<file path="config.mk">
export PLATFORM = sky130hd
export DESIGN_NAME = load_store_unit
export DESIGN_NICKNAME = d
export VERILOG_FILES = /design/src/rtl/load_store_unit.sv
export SDC_FILE = /design/constraint.sdc
export NUM_CORES = 1
export LEC_CHECK = 0
export BUFFER_PORTS_ARGS = -buffer_cell sky130_fd_sc_hd__buf_2
export CORE_ASPECT_RATIO = 0.9
export CORE_UTILIZATION = 45
export DETAILED_ROUTE_END_ITERATION = 10
export PLACE_DENSITY = 0.74
export SLEW_MARGIN = 20
export SYNTH_ARGS = -nofsm -noshare
export SYNTH_HDL_FRONTEND = slang
export SYNTH_SLANG_ARGS = --single-unit
</file>
<file path="constraint.sdc">
create_clock -name clk_i -period 4.3 [get_ports clk_i]
set_clock_uncertainty 0.05 [all_clocks]
set_input_delay 0.86 -clock clk_i [delete_from_list [all_inputs] [get_ports clk_i]]
set_output_delay 0.86 -clock clk_i [all_outputs]
set_load 0.01 [all_outputs]
</file>
<file path="src/rtl/load_store_unit.sv">
// RV32I memory-access stage: turns a latched load/store request into a word-addressed
// memory transaction and returns aligned, extended load data with a fault flag.
module load_store_unit #(
  parameter int unsigned TIMEOUT = 255,
  parameter int unsigned ADDR_W  = 32
) (
  input  logic              clk_i,
  input  logic              reset_i,
  input  logic              start_i,
  input  logic              is_load_i,
  input  logic              is_store_i,
  input  logic [2:0]        funct3_i,
  input  logic [ADDR_W-1:0] addr_i,
  input  logic [31:0]       store_data_i,
  output logic              busy_o,
  output logic              done_o,
  output logic              err_o,
  output logic [31:0]       load_data_o,
  output logic [ADDR_W-1:0] mem_addr_o,
  output logic              mem_rstrb_o,
  output logic [3:0]        mem_wmask_o,
  output logic [31:0]       mem_wdata_o,
  input  logic [31:0]       mem_rdata_i,
  input  logic              mem_ready_i
);

  localparam int unsigned CntW = (TIMEOUT > 0) ? $clog2(TIMEOUT + 1) : 1;
  localparam logic [CntW:0] TimeoutVal = (CntW + 1)'(TIMEOUT);

  typedef enum logic [1:0] {StIdle, StReq, StFin} state_e;

  state_e            state_q;
  logic              is_load_q;
  logic [2:0]        funct3_q;
  logic [1:0]        off_q;
  logic [CntW-1:0]   cnt_q;
  logic              busy_q, done_q, err_q, mem_rstrb_q;
  logic [31:0]       load_data_q, mem_wdata_q;
  logic [ADDR_W-1:0] mem_addr_q;
  logic [3:0]        mem_wmask_q;

  logic              fault;
  logic [3:0]        wmask;
  logic [31:0]       wdata;
  logic [31:0]       ext;
  logic [7:0]        rd_byte;
  logic [15:0]       rd_half;
  logic              timeout_hit;

  // Request decode on the incoming (not yet latched) fields.
  always_comb begin
    fault = 1'b0;
    if (is_load_i == is_store_i) begin
      fault = 1'b1;
    end else if (is_load_i) begin
      fault = !(funct3_i inside {3'b000, 3'b001, 3'b010, 3'b100, 3'b101});
    end else begin
      fault = !(funct3_i inside {3'b000, 3'b001, 3'b010});
    end
    if ((funct3_i[1:0] == 2'b01) && addr_i[0]) fault = 1'b1;
    if ((funct3_i[1:0] == 2'b10) && (addr_i[1:0] != 2'b00)) fault = 1'b1;

    wmask = 4'b1111;
    wdata = store_data_i;
    case (funct3_i[1:0])
      2'b00: begin
        wmask = 4'b0001 << addr_i[1:0];
        wdata = {4{store_data_i[7:0]}};
      end
      2'b01: begin
        wmask = addr_i[1] ? 4'b1100 : 4'b0011;
        wdata = {2{store_data_i[15:0]}};
      end
      default: ;
    endcase
  end

  // Load extraction on the latched offset and width.
  always_comb begin
    rd_byte = mem_rdata_i[{off_q, 3'b000} +: 8];
    rd_half = mem_rdata_i[{off_q[1], 4'b0000} +: 16];
    case (funct3_q)
      3'b000:  ext = {{24{rd_byte[7]}}, rd_byte};
      3'b100:  ext = {24'b0, rd_byte};
      3'b001:  ext = {{16{rd_half[15]}}, rd_half};
      3'b101:  ext = {16'b0, rd_half};
      default: ext = mem_rdata_i;
    endcase
    timeout_hit = (TIMEOUT != 0) && (({1'b0, cnt_q} + 1'b1) == TimeoutVal);
  end

  always_ff @(posedge clk_i or posedge reset_i) begin
    if (reset_i) begin
      state_q     <= StIdle;
      is_load_q   <= 1'b0;
      funct3_q    <= 3'b000;
      off_q       <= 2'b00;
      cnt_q       <= '0;
      busy_q      <= 1'b0;
      done_q      <= 1'b0;
      err_q       <= 1'b0;
      load_data_q <= 32'b0;
      mem_addr_q  <= '0;
      mem_rstrb_q <= 1'b0;
      mem_wmask_q <= 4'b0;
      mem_wdata_q <= 32'b0;
    end else begin
      done_q <= 1'b0;
      unique case (state_q)
        StIdle: begin
          if (start_i) begin
            busy_q    <= 1'b1;
            err_q     <= 1'b0;
            is_load_q <= is_load_i;
            funct3_q  <= funct3_i;
            off_q     <= addr_i[1:0];
            cnt_q     <= '0;
            if (fault) begin
              state_q <= StFin;
              done_q  <= 1'b1;
              err_q   <= 1'b1;
            end else begin
              state_q     <= StReq;
              mem_addr_q  <= {addr_i[ADDR_W-1:2], 2'b00};
              mem_rstrb_q <= is_load_i;
              mem_wmask_q <= is_store_i ? wmask : 4'b0000;
              if (is_store_i) mem_wdata_q <= wdata;
            end
          end
        end
        StReq: begin
          if (mem_ready_i) begin
            mem_rstrb_q <= 1'b0;
            mem_wmask_q <= 4'b0000;
            if (is_load_q) load_data_q <= ext;
            state_q <= StFin;
            done_q  <= 1'b1;
            err_q   <= 1'b0;
          end else if (timeout_hit) begin
            mem_rstrb_q <= 1'b0;
            mem_wmask_q <= 4'b0000;
            state_q <= StFin;
            done_q  <= 1'b1;
            err_q   <= 1'b1;
          end else begin
            cnt_q <= cnt_q + 1'b1;
          end
        end
        StFin: begin
          busy_q  <= 1'b0;
          state_q <= StIdle;
        end
        default: state_q <= StIdle;
      endcase
    end
  end

  assign busy_o      = busy_q;
  assign done_o      = done_q;
  assign err_o       = err_q;
  assign load_data_o = load_data_q;
  assign mem_addr_o  = mem_addr_q;
  assign mem_rstrb_o = mem_rstrb_q;
  assign mem_wmask_o = mem_wmask_q;
  assign mem_wdata_o = mem_wdata_q;

endmodule

</file>
After elaboration in Yosys (flattened, before gate mapping)
Index checks and enable logic that the tools add are counted.
Operators by class
  add/subtract/negate cells: 2
  eq/ne operators: 18
  shift operators: 3
  multiplexer cells: 39
  bitwise logic cells: 1
  reduce and logical (&&, ||, !) cells: 22
Operator list (count)
  32-bit case mux with 4 select lines: 1
  32-bit case mux with 2 select lines: 1
  32-bit by 6-bit indexed part select with 16-bit output: 1
  32-bit by 6-bit indexed part select with 8-bit output: 1
  4-bit two-way mux: 6
  8-bit two-way mux: 3
  1-bit two-way mux: 16
  4-bit case mux with 2 select lines: 2
  8-bit case mux with 2 select lines: 1
  3-bit == test (second input constant): 4
  4-bit AND reduction: 3
  8-bit by 1-bit adder with 9-bit output (second input constant): 1
  9-bit by 8-bit == test with 1-bit output (second input constant): 1
  3-bit AND reduction: 3
  8-bit by 1-bit adder with 8-bit output (second input constant): 1
  2-bit two-way mux: 4
  2-bit inequality test (second input constant): 4
  1-bit case mux with 2 select lines: 4
  3-bit by 1-bit == test with 1-bit output (second input constant): 2
  3-bit logical NOT: 2
  2-bit AND reduction: 3
  2-bit nonzero test: 3
  5-bit nonzero test: 1
  2-bit by 1-bit == test with 1-bit output (second input constant): 2
  other kinds (11): 15
Word-level totals
  register bits after elaboration: 118

Depth between registers and ports, before layout
  depth after elaboration: 10
  gate-level depth with buffers: 8
  gate-level depth less buffers: 7

Worst setup path after synthesis
OpenSTA, ideal clock, no wires.
  path type: input port to flip-flop
  from: input addr_i[0]
  to: register mem_wdata_q[0], in the netlist mem_wdata_o[0]
  setup time: 125 ps
  arrival time: 2264 ps
  setup slack: 1861 ps
  stages: 7
  path through: or2_1 nor3_4 o221ai_2 or2_1 clkbuf_1 buf_6 mux2_4
Between the ends
  longest elaborated chain between the ends: 5
  elaborated cells on any way between the ends: 7
RTL lines
  start, declared: RTL line 13  | input logic [ADDR_W-1:0] addr_i,
  1-bit logical AND or 2-bit nonzero test (tied branches): RTL line 60, 61
  1-bit two-way mux or 1-bit logical AND (tied branches): RTL line 60, 61
  1-bit two-way mux *: RTL line 61  | if ((funct3_i[1:0] == 2'b10) && (addr_i[1:0] != 2'b00)) fault = 1'b1;
  1-bit NOT (no source line) *
  4-bit AND reduction (no source line) *
  end signal, assigned: RTL line 127  | if (is_store_i) mem_wdata_q <= wdata;
  end, declared: RTL line 38  | logic [31:0] load_data_q, mem_wdata_q;
Mark *: on every way between the ends. The rest lies on a longest branch, timed or not.
A chain may end at the register's enable or synchronous reset.

Worst setup path after layout
  from: register cnt_q[0]
  to: register mem_rstrb_q, in the netlist mem_rstrb_o
Between the ends
  longest elaborated chain between the ends: 4
RTL lines
  start, declared: RTL line 36  | logic [CntW-1:0] cnt_q;
  start signal, assigned: RTL line 146  | cnt_q <= cnt_q + 1'b1;
  8-bit by 1-bit adder with 9-bit output: RTL line 89  | timeout_hit = (TIMEOUT != 0) && (({1'b0, cnt_q} + 1'b1) == TimeoutVal);
  9-bit by 8-bit == test with 1-bit output: RTL line 89
  3-bit inequality test (no source line)
  4-bit AND reduction (no source line)
  end signal, assigned: RTL line 125  | mem_rstrb_q <= is_load_i;
  end, declared: RTL line 37  | logic busy_q, done_q, err_q, mem_rstrb_q;
No other way between the ends.

==> reports/results.txt <==
Number of I/O pins: 209. The number of gates resized after CTS was 0. Counting both buffers and inverters, the worst setup path holds a total of 0. The critical path goes through ha_1, nand2b_1, a21oi_1, o2111ai_1, o21ai_1, nand2_1, a32o_1. Initial antenna violation count: 0. After synthesis the netlist holds a flip-flop and latch count of 118. The via count of the first global-routing pass was 4867; the power share of the combinational group was 27.5%. In this run the power spent charging and discharging nets is 1.33 mW. After filler insertion, the fill cell instance count of the layout stands at 988. The startpoint identified for the worst register-to-register timing path is cnt_q[0]$_DFFE_PP0P_.

The height of the die is 107 µm. The run gives 844 as the net total in the final layout. The multi-input combinational cells in the finished layout cover a total of 2330 µm². The chip width works out to 118 µm. Worst-path cell with the longest stage delay: sky130_fd_sc_hd__o21ai_1. The kind of cell with the highest combined delay on the critical path is compound AO/OA/AOI/OAI gates.

Of the cells placed in the final design, the portion with a size suffix greater than 1 is 38.8%. STA puts the critical path data arrival time at 2.98 ns. For the pin with the worst max-slew slack, the measured transition is 1.04 ns. The number of synthesis warnings is 0. Clock tree synthesis inserted a total of 17 buffers.

The run gives 365 MHz as the maximum clock frequency. The number of setup buffers added after CTS is 0. After clock tree synthesis, the clock-pin slew on the worst setup and hold paths is 0.05 ns. The clock net in this run drives a total of 118 sinks.

The die covers 12600 µm². The largest single stage delay on the critical path is 0.68 ns. First-pass GRT wire length: 24000 µm. The run gives 0 as the count of nets left with antenna violations after detail routing. The dominant register cell in the synthesized netlist was sky130_fd_sc_hd__dfrtp_1. The internal power summed over all cells was 2.98 mW. The ratio of total power to cell area was 597 nW/µm². Across all hold checks on the routed design, the worst slack comes to 0.423 ns.

After detailed routing, the number of vias per cell comes to 5.36. The worst hold path belongs to the class reg2reg. The total routing usage reported by global routing is 24.2%.

The H-tree was split into 4 levels. At the later pin of the worst-skew pair, clock insertion delay measures 0.41 ns. The run gives 333 µV as the worst-case vdd ir drop. The tools report the remaining max-slew budget at the tightest pin as 30.7%. The startpoint of the tightest hold check path was mem_wdata_o[28]$_DFFE_PP0P_. The number of pins with negative max-slew slack in the final report was 0; the time the worst path needs with I/O delays and setup was 2.74 ns. The tools report the clock network power share as 32.5%. The overall overflow remaining after global route was 0. Adding up every negative setup slack in the final design gives 0 ns. TritonCTS built the clock tree. The final worst-path setup slack was 1.56 ns.

The share of power burned in registers is 40.0%, and the routability congestion estimate from global placement is 0.929. The unique cell type count in the Yosys netlist came out at 47. Along the worst path, the maximum fanout reaches 12. For the number of failing setup endpoints in the final timing report, the log shows 0. The completed layout was analyzed and its total power is 4.31 mW.

In this run the cell area of the synthesized design comes to 5480 µm². The tools report the type of origin of the critical path as a flip-flop. Final-report hold violation count: 0.

Setup repair after global routing left no endpoint under its margin. After synthesis, the share of flip-flops with an asynchronous set or reset is 100%. The synthesized area divided by synthesized cell count is 10.2 µm², and the overall routed net length is 14700 µm. The number of flops mapped to enable cells by yosys was 0; the area inside the core boundary was 11700 µm². The run finished with clean final reports. At the placement stage, the worst setup path has a slack of 1.21 ns. Maximum count of clock buffers along a single path: 2. The routed layout has 4844 vias.

The critical setup path kind is reg2reg. The required time at the endpoint of the critical path was 4.55 ns; the number of rows in the core area was 37. The final critical path takes up 63.6% of the cycle. The number of standard cells after synthesis was 537; the average wire per standard cell was 16.3 µm. The first detailed-routing pass took 4 iterations. The switching part of the total is 30.9%. Maximum number of pins on one net before global-route repair: 79.

The count of max-cap constraint violations is 0, and the DRC marker count from the first detailed-route iteration is 347. Start point of the critical path: cnt_q[0]$_DFFE_PP0P_. STA classifies the critical path endpoint as a flip-flop. The area added between synthesis and finish is 31.8%, and the number of buffers added to fix hold violations after cts is 0.

The static leakage is 3.67 nW. The share of the Yosys chip area taken by registers is 53.9%. The starting density of the core is 47.0%. Across the whole layout, storage elements account for 2950 µm². For this run, design rule violations remaining after detail routing come to 0. The cell sitting at the root of the clock tree is a sky130_fd_sc_hd__clkbuf_16. The HPWL after detailed placement was 10500 µm; the number of input and output port buffers inserted was 206. 0 antenna diodes ended up in the layout.
-- registers in the layout, summed over array words and instances, names as in the netlist --
register     cells
busy_o           1
load_data_o     32
mem_rstrb_o      1
done_o           1
state_q          2
mem_wdata_o     32
funct3_q         3
is_load_q        1
cnt_q            8
mem_wmask_o      4
mem_addr_o      30
off_q            2
err_o            1
-- power groups by stage --
stage / combinational (mW) / sequential (mW) / clock [mW]
floorplan: 0.509 / 1.86 / 0
finish: 1.19 / 1.72 / 1.40
global route: 1.31 / 1.78 / 1.46
detailed placement: 1.20 / 1.73 / 0
CTS: 1.20 / 1.72 / 1.42
global placement: 1.17 / 1.72 / 0
-- metrics by stage --
stage                     utilization, %  instance area [µm²]  std cells
after floorplan                        -                 5480        538
after detailed placement            56.9                 6640        874
after global routing                61.9                 7220        903
after CTS                           61.9                 7220        903
after global placement              56.9                 6640        874
final                               61.9                 7220        903
-- Yosys cell counts (3+ instances only) --
cell	instances	area, µm²
sky130_fd_sc_hd__o22ai_1	8	50.1
sky130_fd_sc_hd__clkbuf_1	27	101
sky130_fd_sc_hd__mux2_4	8	120
sky130_fd_sc_hd__buf_4	3	22.5
sky130_fd_sc_hd__nand3_1	5	25.0
sky130_fd_sc_hd__nor2_1	48	180
sky130_fd_sc_hd__nor3_1	15	75.1
sky130_fd_sc_hd__o2bb2ai_1	5	43.8
sky130_fd_sc_hd__a21oi_1	42	210
sky130_fd_sc_hd__o21ai_0	47	235
sky130_fd_sc_hd__a31oi_1	7	43.8
sky130_fd_sc_hd__nand2_1	77	289
sky130_fd_sc_hd__a221oi_1	8	70.1
sky130_fd_sc_hd__inv_1	16	60.1
sky130_fd_sc_hd__mux2i_1	27	270
sky130_fd_sc_hd__dfrtp_1	118	2950
sky130_fd_sc_hd__nand2b_1	5	31.3
sky130_fd_sc_hd__mux2_2	35	394
-- final timing paths --
kind | endpoint | slack, ns | depth (start not counted)
worst min register to register | mem_wdata_o[28]$_DFFE_PP0P_ | 0.42 | 2
max in group asynchronous | load_data_o[15]$_DFFE_PP0P_ | 2.68 | 3
min in group asynchronous | mem_addr_o[28]$_DFFE_PP0P_ | 0.62 | 2
worst max-delay path | mem_rstrb_o$_DFFE_PP0P_ | 1.56 | 7
worst min-delay path | mem_wdata_o[28]$_DFFE_PP0P_ | 0.42 | 2
worst max register to register | mem_rstrb_o$_DFFE_PP0P_ | 1.56 | 7
-- worst min-delay path, delay by kind of cell (launching register included) --
kind | cells | cell delay, ns
simple gates | 1 | 0.04
flops | 1 | 0.34
compound gates | 1 | 0.06
-- layout make-up --
type / instances / area share (%)
Tap cell: 156 / 2.70
Sequential cell: 118 / 40.9
Timing Repair Buffer: 214 / 15.1
Clock inverter: 3 / 0.901
Inverter: 16 / 0.867
Multi-Input combinational cell: 370 / 32.3
Clock buffer: 26 / 7.19
-- routing by layer --
metal / GRT usage, % / share of wire (%) / vias up / wire (µm)
li1: - / - / 2278 / -
met1: 30.1 / 42 / 2329 / 6200
met2: 40.2 / 48 / 216 / 7040
met3: 6.49 / 8.2 / 21 / 1200
met4: 9.89 / 1.8 / 0 / 263
met5: 0 / 0 / - / 0
-- kinds of logic after synthesis --
kind of cell / count (synthesis) / synth area share, %
DFF: 118 / 53.9
AOI/OAI and AO/OA: 133 / 14.7
and+or+nand+nor: 163 / 12.8
other: 1 / 0.0684
buffers and inverters: 50 / 3.79
muxes: 70 / 14.3
adders and majority gates: 2 / 0.457
-- cell usage in the layout, fill, tap and decap left out, drive strengths merged, types with 2 or more instances in the layout --
cell / instances
buf: 214
dfrtp: 118
nand2: 77
nor2: 48
o21ai: 48
mux2: 43
a21oi: 42
mux2i: 27
clkbuf: 26
inv: 16
nor3: 16
o22ai: 8
a221oi: 8
a31oi: 7
nand3: 5
nand2b: 5
o2bb2ai: 5
o221ai: 3
nor2b: 2
a21o: 2
a211o: 2
ha: 2
conb: 2
bufinv: 2
or2: 2
Note: power is estimated with default switching activity, not from simulation.
